$ cat src/rtl/fetch_ctrl_if.sv
// rtl/fetch_ctrl_if.sv - instruction-memory and IF/ID bundle for fetch_ctrl
//
// Purpose: groups the imem request/response handshake and the IF/ID delivery
// signals of the fetch stage into one bundle.
//
// Signal names are the fetch_ctrl port names, so the _o/_i suffixes are seen
// from the fetch_ctrl side.
//   imem_req_o    : request valid
//   imem_addr_o   : request address (current fetch PC)
//   imem_gnt_i    : request accepted this cycle
//   imem_rvalid_i : response valid
//   imem_rdata_i  : response instruction word
//   if_valid_o    : if_pc_o / if_instr_o valid
//   if_pc_o       : PC of the delivered instruction
//   if_instr_o    : delivered instruction
//   if_misalign_o : delivered entry is a misaligned-fetch marker
//                   (present only with FETCH_MISALIGN_TRAP_EN)
//
// Modports:
//   master : fetch_ctrl side
//   slave  : memory / IF-ID side
interface fetch_ctrl_if #(
   parameter int PC_WIDTH    = 64,
   parameter int INSTR_WIDTH = 32
);
   logic                   imem_req_o;
   logic [PC_WIDTH-1:0]    imem_addr_o;
   logic                   imem_gnt_i;
   logic                   imem_rvalid_i;
   logic [INSTR_WIDTH-1:0] imem_rdata_i;
   logic                   if_valid_o;
   logic [PC_WIDTH-1:0]    if_pc_o;
   logic [INSTR_WIDTH-1:0] if_instr_o;
`ifdef FETCH_MISALIGN_TRAP_EN
   logic                   if_misalign_o;

   modport master (
      output imem_req_o, imem_addr_o,
      input  imem_gnt_i, imem_rvalid_i, imem_rdata_i,
      output if_valid_o, if_pc_o, if_instr_o, if_misalign_o
   );

   modport slave (
      input  imem_req_o, imem_addr_o,
      output imem_gnt_i, imem_rvalid_i, imem_rdata_i,
      input  if_valid_o, if_pc_o, if_instr_o, if_misalign_o
   );
`else
   modport master (
      output imem_req_o, imem_addr_o,
      input  imem_gnt_i, imem_rvalid_i, imem_rdata_i,
      output if_valid_o, if_pc_o, if_instr_o
   );

   modport slave (
      input  imem_req_o, imem_addr_o,
      output imem_gnt_i, imem_rvalid_i, imem_rdata_i,
      input  if_valid_o, if_pc_o, if_instr_o
   );
`endif
endinterface

$ cat src/rtl/fetch_ctrl.sv
// rtl/fetch_ctrl.sv - fetch-stage PC driver with single-outstanding imem request
//
// Purpose: owns the fetch PC and issues one instruction-memory request at a time.
// It handles redirects (branch/jump/trap) and IF/ID back-pressure, and delivers
// {pc, instr} to IF/ID through an output register backed by a 1-entry skid.
//
// Optional feature macro: FETCH_MISALIGN_TRAP_EN
//   When it is defined, a redirect to a PC with bits [1:0] != 0 issues no fetch.
//   Instead one NOP entry is delivered with if_misalign_o=1, and fetch halts
//   until the next redirect.
//   When it is undefined, redirect_pc_i[1:0] is forced to 2'b00.
//
// Ports:
//   clk           : clock, all state updates on posedge
//   rst           : synchronous active-high reset
//   stall_i       : IF/ID cannot accept, hold if_* outputs
//   redirect_i    : load redirect_pc_i as new fetch PC, kill in-flight work
//   redirect_pc_i : redirect target
//   bus           : fetch_ctrl_if.master (imem handshake and IF/ID outputs)
module fetch_ctrl #(
   parameter int                     PC_WIDTH    = 64,
   parameter int                     INSTR_WIDTH = 32,
   parameter logic [PC_WIDTH-1:0]    RESET_PC    = '0
) (
   input  logic                clk,
   input  logic                rst,
   input  logic                stall_i,
   input  logic                redirect_i,
   input  logic [PC_WIDTH-1:0] redirect_pc_i,
   fetch_ctrl_if.master        bus
);

   typedef enum logic [1:0] {
      S_REQ,    // may issue a request
      S_WAIT,   // one request outstanding
      S_DROP,   // outstanding response will be discarded
      S_HALT    // halted after a misaligned redirect
   } state_t;

   localparam logic [INSTR_WIDTH-1:0] NOP_INSTR = INSTR_WIDTH'(32'h0000_0013);

   state_t                 state_q,     state_d;
   logic [PC_WIDTH-1:0]    fetch_pc_q,  fetch_pc_d;
   logic [PC_WIDTH-1:0]    req_pc_q,    req_pc_d;
   logic                   out_valid_q, out_valid_d;
   logic [PC_WIDTH-1:0]    out_pc_q,    out_pc_d;
   logic [INSTR_WIDTH-1:0] out_instr_q, out_instr_d;
   logic                   out_mis_q,   out_mis_d;
   logic                   skid_valid_q, skid_valid_d;
   logic [PC_WIDTH-1:0]    skid_pc_q,    skid_pc_d;
   logic [INSTR_WIDTH-1:0] skid_instr_q, skid_instr_d;
   logic                   halt_q,      halt_d;

   logic                   imem_req;
   logic                   handshake;
   logic                   resp;
   logic                   out_free;
   logic [PC_WIDTH-1:0]    rd_pc;
   logic                   rd_mis;

`ifdef FETCH_MISALIGN_TRAP_EN
   assign rd_pc  = redirect_pc_i;
   assign rd_mis = |redirect_pc_i[1:0];
`else
   // Low bits are masked rather than sliced so that every input bit is consumed.
   assign rd_pc  = redirect_pc_i & ~PC_WIDTH'(3);
   assign rd_mis = 1'b0;
`endif

   // Gated by rst so that no request is visible during the reset cycle.
   // A full skid blocks issue: the response would have nowhere to go.
   assign imem_req  = !rst && (state_q == S_REQ) && !skid_valid_q;
   assign handshake = imem_req && bus.imem_gnt_i;
   // Only a response to a live request counts. Responses in DROP are discarded.
   assign resp      = (state_q == S_WAIT) && bus.imem_rvalid_i;
   // The output register can take a new entry if it is empty or is drained this cycle.
   assign out_free  = !out_valid_q || !stall_i;

   always_comb begin
      state_d      = state_q;
      fetch_pc_d   = fetch_pc_q;
      req_pc_d     = req_pc_q;
      out_valid_d  = out_valid_q;
      out_pc_d     = out_pc_q;
      out_instr_d  = out_instr_q;
      out_mis_d    = out_mis_q;
      skid_valid_d = skid_valid_q;
      skid_pc_d    = skid_pc_q;
      skid_instr_d = skid_instr_q;
      halt_d       = halt_q;

      if (redirect_i) begin
         // Redirect overrides stall: everything already fetched is wrong-path.
         fetch_pc_d   = rd_pc;
         out_valid_d  = 1'b0;
         out_mis_d    = 1'b0;
         skid_valid_d = 1'b0;
         halt_d       = 1'b0;
         case (state_q)
            S_REQ:          state_d = handshake ? S_DROP : S_REQ;
            // A response arriving together with the redirect is the one to
            // discard, so nothing is left outstanding.
            S_WAIT, S_DROP: state_d = bus.imem_rvalid_i ? S_REQ : S_DROP;
            default:        state_d = S_REQ;
         endcase
         if (rd_mis) begin
            out_valid_d = 1'b1;
            out_pc_d    = redirect_pc_i;
            out_instr_d = NOP_INSTR;
            out_mis_d   = 1'b1;
            // If a response still has to be dropped, halt once it arrives.
            halt_d      = 1'b1;
            if (state_d == S_REQ) begin
               state_d = S_HALT;
            end
         end
      end else begin
         case (state_q)
            S_REQ: begin
               if (handshake) begin
                  state_d  = S_WAIT;
                  req_pc_d = fetch_pc_q;
               end
            end
            S_WAIT: begin
               if (bus.imem_rvalid_i) begin
                  state_d    = S_REQ;
                  fetch_pc_d = req_pc_q + PC_WIDTH'(4);
               end
            end
            S_DROP: begin
               if (bus.imem_rvalid_i) begin
                  state_d = halt_q ? S_HALT : S_REQ;
               end
            end
            default: begin
               state_d = S_HALT;
            end
         endcase

         // Delivery order is skid (older), then this cycle's response (newer).
         if (out_free) begin
            if (skid_valid_q) begin
               out_valid_d = 1'b1;
               out_pc_d    = skid_pc_q;
               out_instr_d = skid_instr_q;
               out_mis_d   = 1'b0;
               if (resp) begin
                  skid_pc_d    = req_pc_q;
                  skid_instr_d = bus.imem_rdata_i;
               end else begin
                  skid_valid_d = 1'b0;
               end
            end else if (resp) begin
               out_valid_d = 1'b1;
               out_pc_d    = req_pc_q;
               out_instr_d = bus.imem_rdata_i;
               out_mis_d   = 1'b0;
            end else begin
               out_valid_d = 1'b0;
               out_mis_d   = 1'b0;
            end
         end else if (resp) begin
            // The output is held by the stall. Requests stop while the skid is
            // full, so the skid is always empty here.
            skid_valid_d = 1'b1;
            skid_pc_d    = req_pc_q;
            skid_instr_d = bus.imem_rdata_i;
         end
      end
   end

   always_ff @(posedge clk) begin
      if (rst) begin
         state_q      <= S_REQ;
         fetch_pc_q   <= RESET_PC;
         req_pc_q     <= '0;
         out_valid_q  <= 1'b0;
         out_pc_q     <= '0;
         out_instr_q  <= '0;
         out_mis_q    <= 1'b0;
         skid_valid_q <= 1'b0;
         skid_pc_q    <= '0;
         skid_instr_q <= '0;
         halt_q       <= 1'b0;
      end else begin
         state_q      <= state_d;
         fetch_pc_q   <= fetch_pc_d;
         req_pc_q     <= req_pc_d;
         out_valid_q  <= out_valid_d;
         out_pc_q     <= out_pc_d;
         out_instr_q  <= out_instr_d;
         out_mis_q    <= out_mis_d;
         skid_valid_q <= skid_valid_d;
         skid_pc_q    <= skid_pc_d;
         skid_instr_q <= skid_instr_d;
         halt_q       <= halt_d;
      end
   end

   assign bus.imem_req_o  = imem_req;
   assign bus.imem_addr_o = fetch_pc_q;
   assign bus.if_valid_o  = out_valid_q;
   assign bus.if_pc_o     = out_pc_q;
   assign bus.if_instr_o  = out_instr_q;
`ifdef FETCH_MISALIGN_TRAP_EN
   assign bus.if_misalign_o = out_mis_q;
`endif

endmodule
$ cat src/flat_wrapper.sv
// flat-port wrapper written by rule: the top's interface ports become plain ports
module fetch_ctrl_flat 
#(
   parameter int                     PC_WIDTH    = 64,
   parameter int                     INSTR_WIDTH = 32,
   parameter logic [PC_WIDTH-1:0]    RESET_PC    = '0
)
  (clk, rst, stall_i, redirect_i, redirect_pc_i, bus_imem_req_o, bus_imem_addr_o, bus_imem_gnt_i, bus_imem_rvalid_i, bus_imem_rdata_i, bus_if_valid_o, bus_if_pc_o, bus_if_instr_o);
  fetch_ctrl_if #(.PC_WIDTH(PC_WIDTH), .INSTR_WIDTH(INSTR_WIDTH)) bus_i ();
  input  logic clk;
  input  logic rst;
  input  logic stall_i;
  input  logic redirect_i;
  input  logic [PC_WIDTH-1:0] redirect_pc_i;
  output wire logic [$bits(bus_i.imem_req_o)-1:0] bus_imem_req_o;
  output wire logic [$bits(bus_i.imem_addr_o)-1:0] bus_imem_addr_o;
  input wire logic [$bits(bus_i.imem_gnt_i)-1:0] bus_imem_gnt_i;
  input wire logic [$bits(bus_i.imem_rvalid_i)-1:0] bus_imem_rvalid_i;
  input wire logic [$bits(bus_i.imem_rdata_i)-1:0] bus_imem_rdata_i;
  output wire logic [$bits(bus_i.if_valid_o)-1:0] bus_if_valid_o;
  output wire logic [$bits(bus_i.if_pc_o)-1:0] bus_if_pc_o;
  output wire logic [$bits(bus_i.if_instr_o)-1:0] bus_if_instr_o;
  assign bus_imem_req_o = bus_i.imem_req_o;
  assign bus_imem_addr_o = bus_i.imem_addr_o;
  assign bus_i.imem_gnt_i = bus_imem_gnt_i;
  assign bus_i.imem_rvalid_i = bus_imem_rvalid_i;
  assign bus_i.imem_rdata_i = bus_imem_rdata_i;
  assign bus_if_valid_o = bus_i.if_valid_o;
  assign bus_if_pc_o = bus_i.if_pc_o;
  assign bus_if_instr_o = bus_i.if_instr_o;
  fetch_ctrl #(.PC_WIDTH(PC_WIDTH), .INSTR_WIDTH(INSTR_WIDTH), .RESET_PC(RESET_PC)) u_core (.clk(clk), .rst(rst), .stall_i(stall_i), .redirect_i(redirect_i), .redirect_pc_i(redirect_pc_i), .bus(bus_i));
endmodule
$ cat config.mk
export PLATFORM = sky130hd
export DESIGN_NAME = fetch_ctrl_flat
export DESIGN_NICKNAME = d
export VERILOG_FILES = /design/src/rtl/fetch_ctrl_if.sv /design/src/rtl/fetch_ctrl.sv /design/src/flat_wrapper.sv
export SDC_FILE = /design/constraint.sdc
export NUM_CORES = 1
export LEC_CHECK = 0
export ABC_AREA = 1
export ABC_CLOCK_PERIOD_IN_PS = 3600
export BUFFER_PORTS_ARGS = -buffer_cell sky130_fd_sc_hd__buf_4
export CAP_MARGIN = 20
export CORE_MARGIN = 5
export CORE_UTILIZATION = 45
export DETAILED_ROUTE_END_ITERATION = 8
export PLACE_DENSITY = 0.67
export SLEW_MARGIN = 15
export SYNTH_ARGS = -nofsm -noshare
export SYNTH_HDL_FRONTEND = slang
export SYNTH_SLANG_ARGS = --single-unit
export TNS_END_PERCENT = 5
$ cat constraint.sdc
create_clock -name clk -period 3.6 [get_ports clk]
set_input_delay 0.72 -clock clk [delete_from_list [all_inputs] [get_ports clk]]
set_output_delay 0.72 -clock clk [all_outputs]
set_load 0.005 [all_outputs]
# == Word-level counts from Yosys, hierarchy flattened ==
# Cells that the tools add are included.
# op_classes
n_mux,25
add_sub_neg,1
div,0
magnitude_cmp,0
reduce_logical,22
n_mul,0
n_bitwise,1
eq_ne,6
n_shift,0
# op_table
operator,n
64-bit two-way mux,8
32-bit two-way mux,5
64-bit by 3-bit adder with 64-bit output (second input constant),1
2-bit two-way mux,5
3-bit AND reduction,3
2-bit one-hot mux with 2 select lines,2
2-bit nonzero test,4
3-bit inequality test (second input constant),2
2-bit AND reduction,3
1-bit two-way mux,5
1-bit logical AND,4
1-bit zero test,4
2-bit OR reduction,2
3-bit by 2-bit inequality test with 1-bit output (second input constant),1
2-bit by 1-bit == test with 1-bit output (second input constant),1
2-bit == test (second input constant),1
2-bit zero test,1
2-bit by 1-bit inequality test with 1-bit output (second input constant),1
1-bit logical OR,1
1-bit NOT,1
# word_totals
mem_bits_ro,0
word_cells,65
regBits,324
out_inout_bits,162
mem_count,0
input_bits,102
latch_bits,0
mem_bits_rw,0

# == Logic depth before layout (Yosys ltp) ==
# logic_depth
word_depth,7
ltp_mapped,11
mapped_depth_nobuf,11

# == Worst setup path before layout ==
# OpenSTA, ideal clock, no wires.
# synth_path
kind,input to output
startpoint,input port rst
endpoint,output port bus_imem_req_o
t_arrival_ns,1.081
slack_ns,1.799
required_time_ns,2.880
path_buffers,1
path_stages,2
path_cell_list,buf_2 > nor3_4
# synth_via
elab_chain_cells,3
# synth_lines
element,line,source
"start, declared",flat_wrapper.sv:11,input logic rst;
1-bit zero test,fetch_ctrl.sv:72,assign imem_req = !rst && (state_q == S_REQ) && !skid_valid_q;
1-bit logical AND (2 in a row),fetch_ctrl.sv:72,
"end, declared",flat_wrapper.sv:15,output wire logic [$bits(bus_i.imem_req_o)-1:0] bus_imem_req_o;
# No other way between the ends.

# == Worst setup path after layout ==
# layout_path
startpoint,register u_core.skid_valid_q
endpoint,output port bus_imem_req_o
# layout_via
elab_chain_cells,2
# layout_lines
element,line,source
"start, declared",fetch_ctrl.sv:49,"logic skid_valid_q, skid_valid_d;"
"start signal, assigned",fetch_ctrl.sv:194,skid_valid_q <= skid_valid_d;
1-bit zero test,fetch_ctrl.sv:72,
1-bit logical AND,fetch_ctrl.sv:72,
# No other way between the ends.

==> summary.md <==
| Metric | Value |
|---|---|
| Status | finished, final reports clean |
| Layout cells sized above 1 | 18.08% |
| Combinational share of power | 11.1% |
| Hold buffers post-CTS | 0 |
| PwrDens | 492.7 nW/um2 |
| Placed Cells | 2,563 |
| Leakage power | 0.007238 uW |
| Post-synth EDFFs | 0 |
| Flop-to-flop setup slack | 1.33 ns |
| CTS sink count | 324 |
| RR Endpoint | u_core.bus.imem_addr_o[56]$_SDFFE_PP0P_ |
| H-tree levels | 2 |
| Final Hold Fails | 0 |
| Gp weighted congestion | 0.9498 |
| Syn nets | 2,120 |
| Setup TNS | 0 ns |
| CP Class | flip-flop to primary output |
| Yosys cell types | 30 |
| Initial antenna violation count | 0 |
| Clock power frac | 43.5% |
| Worst setup SP type | flip-flop |
| Initial Utilization | 45.66% |
| Max Cap Violations | 0 |
| Crit Path Max Fanout | 54 |
| Die Wd | 189.2 um |
| Fin cells | 2,626 |
| Max VDD drop | 0.3820 mV |
| DRT iter0 DRCs | 1,106 |
| Gr usage total | 26.75% |
| Dpl ws | 0.9175 ns |
| Synth top area share | 44.90% |
| Crit. End Element | primary output |
| # rows | 65 |
| Worst Path Arrival | 1.65 ns |
| Pin count of the biggest net entering global routing | 127 |
| Worst-margin pin slew | 0.8686 ns |
| Switching portion of total power | 24.93% |
| Clock edge transition at the registers on the reported setup and hold paths | 0.06 ns |
| Post-CTS sizing | 0 |
| Unrepaired setup endpoints after global routing | no |
| CTS tree | yes |
| Synth warn | 0 |
| Number of buffers added for setup after CTS | 0 |
| Wire length per cell | 18.75 um |
| Post-Syn Area | 14,450 um2 |
| Clk_skew | 0.01642 ns |
| Port Buffer Count | 261 |
| Most frequent cell after synthesis | nand2_1 |
| Fraction of registers with async set or reset after synthesis | 0% |
| Req. time, crit path | 2.88 ns |
| Via/cell ratio | 5.489 |
| Layout area overhead | 23.52% |
| DP HPWL | 34.84 mm |
| Routed vias | 14,420 |
| Routed WL | 49.25 mm |
| Final max-slew violation count | 0 |
| CTS root buf | clkbuf_16 |
| Drt pass-1 iters | 6 |
| Area leader, netlist | dfxtp_1 |
| CTS buffer count | 36 |
| Hold Crit Class | primary input to flip-flop |
| Synth Register Bits | 324 |
| IO Pins | 264 |
| Register-to-Register Path Depth | 8 |
| Tcrit/Tclk final | 65.72% |
| Worst r2r src | u_core.req_pc_q[3]$_SDFFE_PP0P_ |
| Final net count | 2,306 |
| Max Fclk | 0.4226 GHz |
| ANT nets after route | 0 |
| Hold slack | 0.4333 ns |
| Area post-placement | 16,600 um2 |
| Fin area | 17,840 um2 |
| Congestion Overflow GR | 0 |
| Vias in the first global route | 13,730 |
| Dominant cells by area after synthesis | dfxtp_1 45%, nand2_1 11%, o21ai_0 9.3%, a21oi_1 5.8%, a31oi_1 5.1% |
| Clk Latency, worst-skew pair | 0.52 ns |
| Mapped Cells | 2,013 |
| Pint | 6600 uW |
| Mean post-synth cell area | 7.176 um2 |
| First-pass GRT wire length | 77.44 mm |
| CP Capture Point | bus_imem_req_o |
| Core area | 31,640 um2 |
| Die height | 189.2 um |
| CP startpoint | u_core.skid_valid_q$_SDFFE_PP0P_ |
| Final setup margin | 1.234 ns |
| ANT cells | 0 |
| Full die area | 35,780 um2 |
| Final Critical Period | 2.366 ns |
| Commonest cells post-synth | 436 x nand2_1, 324 x dfxtp_1, 267 x o21ai_0, 188 x nor2_1, 167 x a21oi_1 |
| Clock tree buffer depth | 3 |
| Max_slew headroom | 42.10% |
| Sw Pwr | 2192 uW |
| # DRC | 0 |
| Sequential area share after synthesis | 44.90% |
| Top_reg_cell synth | dfxtp_1 |
| Setup violators final | 0 |
| Register share of total power | 45.4% |
## metal layers
metal / share of wire [%] / track usage [%] / up-vias
met3: 7.2 / 4.738 / 75
met1: 45 / 37.20 / 6708
li1: - / - / 7118
met2: 46 / 43.29 / 514
met4: 2.2 / 6.839 / 0
met5: 0 / 0 / -
## critical path, stage by stage (launching register included)
cell	delay (ns)
dfxtp_4	0.81
nor3_4	0.13
buf_4	0.18
## layout make-up
class / instances / area [um2]
clock inverter: 10 / 170.2
fill: 2993 / 13790
multi-input combinational: 1406 / 6838
tap: 402 / 503.0
clock buffer: 53 / 1076
inverter: 152 / 575.6
sequential: 324 / 6490
timing repair buffer: 279 / 2190
## how the worst min path moves through the flow
stage               cells after the start                                  from                                      to
finish                                  3                  bus_imem_rdata_i[14]    u_core.skid_instr_q[14]$_SDFFE_PP0P_
global route                            3                   bus_imem_rdata_i[6]     u_core.skid_instr_q[6]$_SDFFE_PP0P_
CTS                                     3                  bus_imem_rdata_i[14]    u_core.skid_instr_q[14]$_SDFFE_PP0P_
detailed placement                      2  u_core.skid_instr_q[31]$_SDFFE_PP0P_  u_core.bus.if_instr_o[31]$_SDFFE_PP0P_
global placement                        2  u_core.skid_instr_q[17]$_SDFFE_PP0P_  u_core.bus.if_instr_o[17]$_SDFFE_PP0P_
floorplan                               2  u_core.skid_instr_q[31]$_SDFFE_PP0P_  u_core.bus.if_instr_o[31]$_SDFFE_PP0P_
## power by group through the flow
stage	logic (uW)	registers [uW]	clock network [uW]
4_1_cts	985	3990	3890
2_1_floorplan	529	4010	0
3_3_place_gp	959	4060	0
3_5_place_dp	979	4060	0
5_1_grt	1090	4010	4060
6_report	978	3990	3830
## logic make-up after synthesis
| kind of cell | after synthesis | share of synthesized area (%) |
|---|---|---|
| simple gates | 781 | 23.04 |
| compound gates | 614 | 23.35 |
| flops | 324 | 44.90 |
| buf+inv | 283 | 7.899 |
| xor+xnor | 5 | 0.3031 |
| fa+ha+maj | 5 | 0.4331 |
| mux | 1 | 0.06930 |
## registers in the layout, indices dropped and copies added (netlist names)
| signal | count |
|---|---|
| u_core.bus.if_instr_o | 32 |
| u_core.bus.if_pc_o | 64 |
| u_core.bus.if_valid_o | 1 |
| u_core.bus.imem_addr_o | 64 |
| u_core.req_pc_q | 64 |
| u_core.skid_instr_q | 32 |
| u_core.skid_pc_q | 64 |
| u_core.skid_valid_q | 1 |
| u_core.state_q | 2 |
## layout by cell type, fill, tap and decap left out, types with 2 or more instances in the layout
cell / n
clkbuf_1: 7
bufinv_16: 4
inv_2: 6
inv_6: 3
clkinv_2: 2
nor2_1: 188
o21ai_0: 267
nor2_4: 17
xor2_1: 4
nand3_1: 79
buf_4: 272
nand4_1: 16
nand2_4: 2
clkbuf_16: 37
buf_12: 6
a31oi_1: 117
nor3_1: 4
nand2_1: 436
a22oi_1: 2
o21ai_1: 22
dfxtp_1: 323
nor2_2: 20
a22o_1: 37
clkbuf_8: 9
nand2_2: 16
a21oi_1: 167
ha_1: 5
inv_1: 145
## stage by stage
step                      power [uW]  utilization [%]
final                           8792            56.40
after global routing            9171            56.40
after CTS                       8864            56.40
after detailed placement        5040            52.46
after global placement          5019            52.37
after floorplan                 4539                -
Power figures use the tool's default switching activity.
